$ cat config.mk
export PLATFORM = sky130hd
export DESIGN_NAME = data_sync_tx_flat
export DESIGN_NICKNAME = d
export VERILOG_FILES = /design/src/rtl/data_sync_tx_if.sv /design/src/rtl/data_sync_tx.sv /design/src/flat_wrapper.sv
export SDC_FILE = /design/constraint.sdc
export NUM_CORES = 1
export LEC_CHECK = 0
export CAP_MARGIN = 20
export CORE_AREA = 2 2 42 44
export DETAILED_ROUTE_END_ITERATION = 16
export DIE_AREA = 0 0 44 46
export PLACE_DENSITY = 0.77
export SETUP_SLACK_MARGIN = 0.1
export SYNTH_ARGS = -nofsm -noshare
export SYNTH_HDL_FRONTEND = slang
export SYNTH_SLANG_ARGS = --single-unit
$ cat constraint.sdc
create_clock -name clk -period 3.1 [get_ports clk]
set_clock_uncertainty 0.1 [all_clocks]
set_input_delay 0.465 -clock clk [delete_from_list [all_inputs] [get_ports clk]]
set_output_delay 0.465 -clock clk [all_outputs]
set_load 0.01 [all_outputs]
$ cat src/rtl/data_sync_tx_if.sv
// Handshake and launch-bus bundle between a word producer and data_sync_tx.
// The master side is the producer (and observer of the launch bus);
// the slave side is data_sync_tx itself.
interface data_sync_tx_if #(
   parameter int DATA_WIDTH = 8
);

   logic [DATA_WIDTH-1:0] in_data;
   logic                  in_valid;
   logic                  in_ready;
   logic [DATA_WIDTH-1:0] unsync_bus;
   logic                  bus_enable;
   logic                  tx_done;
   logic                  busy;

   modport master (
      output in_data,
      output in_valid,
      input  in_ready,
      input  unsync_bus,
      input  bus_enable,
      input  tx_done,
      input  busy
   );

   modport slave (
      input  in_data,
      input  in_valid,
      output in_ready,
      output unsync_bus,
      output bus_enable,
      output tx_done,
      output busy
   );

endinterface

$ cat src/rtl/data_sync_tx.sv
// Source-domain launcher for a multi-bit data synchronizer.
// A word accepted on the valid/ready handshake is placed on a registered bus
// together with a one-cycle enable pulse, then the bus is frozen for
// HOLD_CYCLES cycles so the destination enable synchronizer (NUM_STAGES flops)
// can see the pulse and capture the bus while it is guaranteed stable.
module data_sync_tx #(
   parameter int NUM_STAGES  = 2,
   parameter int DATA_WIDTH  = 8,
   parameter int HOLD_CYCLES = NUM_STAGES + 2
) (
   input logic           clk,
   input logic           rst_n,
   data_sync_tx_if.slave bus
);

   localparam int CNT_W = $clog2(HOLD_CYCLES + 1);

   typedef enum logic [1:0] {
      IDLE   = 2'd0,
      LAUNCH = 2'd1,
      HOLD   = 2'd2
   } state_t;

   state_t                state;
   logic [CNT_W-1:0]      cnt;
   logic [DATA_WIDTH-1:0] unsync_bus_q;
   logic                  bus_enable_q;
   logic                  tx_done_q;

   // Launch FSM: every bus-facing output is a flop so the destination domain
   // only ever sees clean, glitch-free transitions; the bus is only loaded on
   // the edge entering LAUNCH and is frozen for the whole hold window.
   always_ff @(posedge clk or negedge rst_n) begin
      if (!rst_n) begin
         state        <= IDLE;
         cnt          <= '0;
         unsync_bus_q <= '0;
         bus_enable_q <= 1'b0;
         tx_done_q    <= 1'b0;
      end else begin
         bus_enable_q <= 1'b0;
         tx_done_q    <= 1'b0;
         case (state)
            IDLE: begin
               if (bus.in_valid) begin
                  unsync_bus_q <= bus.in_data;
                  bus_enable_q <= 1'b1;
                  state        <= LAUNCH;
               end
            end
            LAUNCH: begin
               cnt   <= CNT_W'(HOLD_CYCLES - 1);
               state <= HOLD;
            end
            HOLD: begin
               if (cnt == '0) begin
                  tx_done_q <= 1'b1;
                  state     <= IDLE;
               end else begin
                  cnt <= cnt - CNT_W'(1);
               end
            end
            default: begin
               state <= IDLE;
            end
         endcase
      end
   end

   // Status decoded straight from the state register; in_ready is also gated
   // by reset so nothing is offered as accepted while reset is asserted.
   always_comb begin
      bus.busy     = (state != IDLE);
      bus.in_ready = (state == IDLE) && rst_n;
   end

   // Registered outputs onto the bundle.
   always_comb begin
      bus.unsync_bus = unsync_bus_q;
      bus.bus_enable = bus_enable_q;
      bus.tx_done    = tx_done_q;
   end

endmodule

$ cat src/flat_wrapper.sv
// flat-port wrapper written by rule: the top's interface ports become plain ports
module data_sync_tx_flat 
#(
   parameter int NUM_STAGES  = 2,
   parameter int DATA_WIDTH  = 8,
   parameter int HOLD_CYCLES = NUM_STAGES + 2
)
  (clk, rst_n, bus_in_data, bus_in_valid, bus_in_ready, bus_unsync_bus, bus_bus_enable, bus_tx_done, bus_busy);
  data_sync_tx_if #(.DATA_WIDTH(DATA_WIDTH)) bus_i ();
  input logic clk;
  input logic rst_n;
  input wire logic [$bits(bus_i.in_data)-1:0] bus_in_data;
  input wire logic [$bits(bus_i.in_valid)-1:0] bus_in_valid;
  output wire logic [$bits(bus_i.in_ready)-1:0] bus_in_ready;
  output wire logic [$bits(bus_i.unsync_bus)-1:0] bus_unsync_bus;
  output wire logic [$bits(bus_i.bus_enable)-1:0] bus_bus_enable;
  output wire logic [$bits(bus_i.tx_done)-1:0] bus_tx_done;
  output wire logic [$bits(bus_i.busy)-1:0] bus_busy;
  assign bus_i.in_data = bus_in_data;
  assign bus_i.in_valid = bus_in_valid;
  assign bus_in_ready = bus_i.in_ready;
  assign bus_unsync_bus = bus_i.unsync_bus;
  assign bus_bus_enable = bus_i.bus_enable;
  assign bus_tx_done = bus_i.tx_done;
  assign bus_busy = bus_i.busy;
  data_sync_tx #(.NUM_STAGES(NUM_STAGES), .DATA_WIDTH(DATA_WIDTH), .HOLD_CYCLES(HOLD_CYCLES)) u_core (.clk(clk), .rst_n(rst_n), .bus(bus_i));
endmodule
# Word-level counts from Yosys, hierarchy flattened
# Cells that the tools add are included.
dict set report word_totals {
  reg_bits 15
  latch_bits 0
  ram_bits 0
  mem_bits_ro 0
  input_bits 11
  out_inout_bits 12
  wordCells 28
  n_memories 0
}
dict set report classes {
  n_addsub 1
  n_mul 0
  n_div 0
  order_cmp 0
  n_eq_ne 5
  shift 0
  n_mux 9
  bitwise_logic 0
  reduce_logical 8
}
# cell n
set op_table {}
lappend op_table {{$pmux 2 s3} 1}
lappend op_table {{$pmux 3 s2} 1}
lappend op_table {{$reduce_and 2->1} 3}
lappend op_table {{$mux 1} 4}
lappend op_table {{$mux 2} 2}
lappend op_table {{$ne 2x2->1 const B} 2}
lappend op_table {{$reduce_bool 2->1} 2}
lappend op_table {{$logic_not 3->1} 1}
lappend op_table {{$mux 3} 1}
lappend op_table {{$sub 3x1->3 const B} 1}
lappend op_table {{$eq 2x1->1 const B} 1}
lappend op_table {{$eq 2x2->1 const B} 1}
lappend op_table {{$logic_not 2->1} 1}
lappend op_table {{$ne 2x1->1 const B} 1}
lappend op_table {{$logic_and 1x1->1} 1}

# Logic depth before layout (Yosys ltp)
dict set report depth {
  word_depth 3
  mapped_depth 6
  mapped_depth_nobuf 6
}

# Worst setup path after synthesis
# No wires, ideal clock.
dict set report synth_path {
  kind {register -> register}
  start {reg u_core.cnt[0]}
  end {reg u_core.cnt[0]}
  arrival_ps 1346
  required_ps 2873
  setup_slack_ps 1526
  stages_incl_launch_ff 7
  n_path_buf 0
  path_cell_list {dfrtp_1 -> inv_1 -> ha_1 -> ha_1 -> or3b_2 -> o21ai_0 -> a2bb2oi_1}
}
dict set report synth_between {
  elab_chain_len 3
  elab_cells_between_ends 6
  classes_between {add/sub (1); eq/ne (1); mux (2); reduce/logical (2)}
}
# item line
set synth_rtl {}
lappend synth_rtl {{from (decl)} data_sync_tx.sv:25} ;# logic [CNT_W-1:0] cnt;
lappend synth_rtl {{from (signal assigned)} data_sync_tx.sv:52} ;# cnt <= CNT_W'(HOLD_CYCLES - 1);
lappend synth_rtl {{from (signal assigned)} data_sync_tx.sv:60} ;# cnt <= cnt - CNT_W'(1);
lappend synth_rtl {{$sub 3x1->3 or $logic_not 3->1 (tied branches)} {data_sync_tx.sv:60, data_sync_tx.sv:56}}
lappend synth_rtl {{$mux 3 or $ne 2x2->1 (tied branches)} -}
lappend synth_rtl {{$pmux 3 s2 or $reduce_and 2->1 (tied branches)} -}
# Parallel ways exist; a longest one is shown, timed or not. The select of a mux whose other input is x is not followed.
# A chain may end at the register's enable or synchronous reset.

# Worst setup path in the final report
dict set report layout_path {
  start {in rst_n}
  end {out bus_in_ready}
}
dict set report layout_between {
  elab_chain_len 1
}
# item line
set layout_rtl {}
lappend layout_rtl {{from (decl)} flat_wrapper.sv:11} ;# input logic rst_n;
lappend layout_rtl {{$logic_and 1x1->1} data_sync_tx.sv:74} ;# bus.in_ready = (state == IDLE) && rst_n;
lappend layout_rtl {{to (decl)} flat_wrapper.sv:14} ;# output wire logic [$bits(bus_i.in_ready)-1:0] bus_in_ready;
# Every way passes these cells.

==> metrics.md <==
| Metric | Value |
|---|---|
| Outcome | complete, no violations |
| Most common cell on crit path | clkdlybuf4s50_1 |
| First-pass GRT wire length | 1950 µm |
| Post-Syn Area | 666 µm² |
| Top Ports | 23 |
| RSZ-0062 raised after global routing | no |
| Pre-antenna DRT Iters | 2 |
| Reg2reg setup slack | 1.42 ns |
| CP cell instances | clkdlybuf4s50_1 > and3_2 > clkdlybuf4s50_1 |
| Die Wd | 44 µm |
| Final GP Congestion | 0.723 |
| Remaining antenna violation count | 0 |
| WHS Path Cells | 1 |
| Average wire per standard cell | 12.7 µm |
| Setup Buffers After CTS | 0 |
| Total number of vias | 434 |
| Max Cap Viol | 0 |
| Worst Path Required | 2.53 ns |
| Async SR Flop Fraction | 100% |
| Final net count | 88 |
| CP max-delay cell | clkdlybuf4s50_1 |
| Final hold viol count | 0 |
| Setup CP Type | in2out |
| Placed instance area | 903 µm² |
| Clock H-tree levels | 1 |
| Reg clk slew, reported paths | 0.08 ns |
| Largest net degree at the start of global routing | 16 |
| Flop and latch count out of synthesis | 15 |
| Fillers | 129 |
| Util after Layout | 57.6% |
| Minimum hold slack | 0.413 ns |
| Layout cells sized above 1 | 25.7% |
| DRC | 0 |
| Core Area | 1610 µm² |
| # port buffers | 22 |
| R2r startpoint | u_core.cnt[0] |
| VDD IR-drop max | 0.477 mV |
| Sequential area share after synthesis | 56.4% |
| Hold Crit Class | reg2reg |
| Crit path buffers/inverters | 2 |
| Post-synth EDFFs | 0 |
| Top_reg_cell synth | dfrtp_1 |
| Worst-Skew Late Latency | 0.27 ns |
| Slowest stage delay, CP | 0.52 ns |
| Relative slew margins | 61.3% |
| Clk root buf | clkbuf_4 |
| Global route overflow | 0 |
| Slew Limit Fails | 0 |
| Synth Area per Inst | 13.9 µm² |
| Post-CTS Hold Buffers | 0 |
| Dpl cells | 87 |
| Crit path capture type | primary output |
| Antenna violations before repair | 0 |
| Hold path endpoint | u_core.bus.unsync_bus[6] |
| Leakage power | 0.000443 µW |
| Final period demand of the worst path | 2.23 ns |
| Setup crit start kind | primary input |
| Mapped Nets | 61 |
| CTS Buffer Depth | 2 |
| All-Layer GR Usage | 13.3% |
| Cell Count, Final, Fillers Out | 91 |
| Initial Utilization | 41.2% |
| Period utilization | 72.1% |
| Die height | 46 µm |
| Resize count post-CTS | 0 |
| Clock buffer count from CTS | 3 |
| CP max FO | 2 |
| Reg2reg end | u_core.cnt[0] |
| P&R area growth vs syn | 39.7% |
| Post-route cell area | 930 µm² |
| Vias/cell | 4.77 |
| Reg2reg path depth | 6 |
| Power per cell area | 956 nW/µm² |
| Largest delay share family, worst path | buffers and inverters |
| DRT iter0 DRCs | 1 |
| CTS tree | done |
| Slew at the pin with the worst max-slew slack | 0.580 ns |
| Setup-failing EPs final | 0 |
| Crit path DAT | 1.67 ns |
| Sink Count | 15 |
| TNS Setup | 0 ns |
| Die ar. | 2020 µm² |
| Ant diodes | 0 |
| Routed WL | 1160 µm |
| Synth warn | 0 |
| Hold_sp | u_core.bus.unsync_bus[6] |
| Row cnt | 15 |
| Syn Inst Count | 48 |
| Post-synth cell types | 17 |
| Number of global-route vias before repair | 450 |
| Achievable Freq | 0.448 GHz |
==> layer usage <==
layer	GRT usage, %	routed length [µm]	part of all wire, %	up-vias
met5	0	0	0	-
met4	5.45	0	0	0
met3	2.78	96	8.3	0
met2	20.6	495	43	19
li1	-	-	-	219
met1	18.1	568	49	196
==> registers in the layout, indices dropped and copies added, names as in the netlist <==
signal / count
u_core.bus.unsync_bus: 8
u_core.bus.tx_done: 1
u_core.cnt: 3
u_core.bus.bus_enable: 1
u_core.state: 2
==> logic make-up after synthesis <==
logic type | count (synthesis) | share of synthesized area [%]
AND/OR/NAND/NOR | 10 | 9.96
multiplexers | 9 | 19.5
buffers and inverters | 6 | 4.51
AO/OA/AOI/OAI | 6 | 5.83
flip-flops | 15 | 56.4
adder cells (fa/ha/maj) | 2 | 3.76
==> cell usage in the layout (no fill, tap or decap), drive strengths merged <==
master / netlist / final
ha: 2 / 2
clkbuf: 0 / 4
clkdlybuf4s50: 0 / 22
and3: 4 / 4
or3b: 2 / 2
nand2: 2 / 2
o21ai: 2 / 2
mux2i: 1 / 1
a21oi: 1 / 1
buf: 1 / 1
or2b: 1 / 1
a2bb2oi: 2 / 2
inv: 5 / 5
o22ai: 1 / 1
nor3: 1 / 1
dfrtp: 15 / 15
mux2: 8 / 8
==> power by group <==
part	total [µW]	switching [µW]	internal [µW]
registers	332	51.0	281
clock network	106	56.0	49.8
logic	451	164	287
total	889	271	618
==> final cells by class <==
cell class | count | area, µm² | share of cell area [%]
Tap cell | 17 | 21.3 | 2.29
Sequential cell | 15 | 375 | 40.4
Multi-Input combinational cell | 27 | 260 | 28.0
Clock buffer | 4 | 26.3 | 2.83
Timing Repair Buffer | 23 | 228 | 24.5
Inverter | 5 | 18.8 | 2.02
==> worst register-to-register path, stage by stage, from the launching register on <==
cell       delay (ns)
dfrtp_1          0.38
inv_1            0.05
ha_1             0.19
ha_1             0.23
or3b_2           0.44
o21ai_0          0.08
a2bb2oi_1        0.09
==> synthesized netlist by cell type, types with 2 or more instances <==
library cell,instances,share of area [%]
ha_1,2,3.8
or3b_2,2,2.6
mux2_4,8,18
inv_1,3,1.7
inv_2,2,1.1
o21ai_0,2,1.5
dfrtp_1,15,56
nand2_1,2,1.1
a2bb2oi_1,2,2.6
and3_2,3,3.4
==> metrics by stage <==
step / setup slack, ns / total power, µW
after floorplan: 1.53 / 602
after global placement: 0.868 / 779
after detailed placement: 0.874 / 790
after CTS: 0.869 / 900
after global routing: 0.852 / 952
final: 0.866 / 889
==> worst max-delay path by stage <==
stage	to	slack (ns)	from	depth (start not counted)
final	bus_in_ready	0.87	rst_n	3
after global routing	bus_in_ready	0.85	rst_n	3
after CTS	bus_in_ready	0.87	rst_n	3
after detailed placement	bus_in_ready	0.87	rst_n	3
after global placement	bus_in_ready	0.87	rst_n	3
after floorplan	u_core.cnt[0]	1.53	u_core.cnt[0]	6
(Power assumes the default switching activity.)
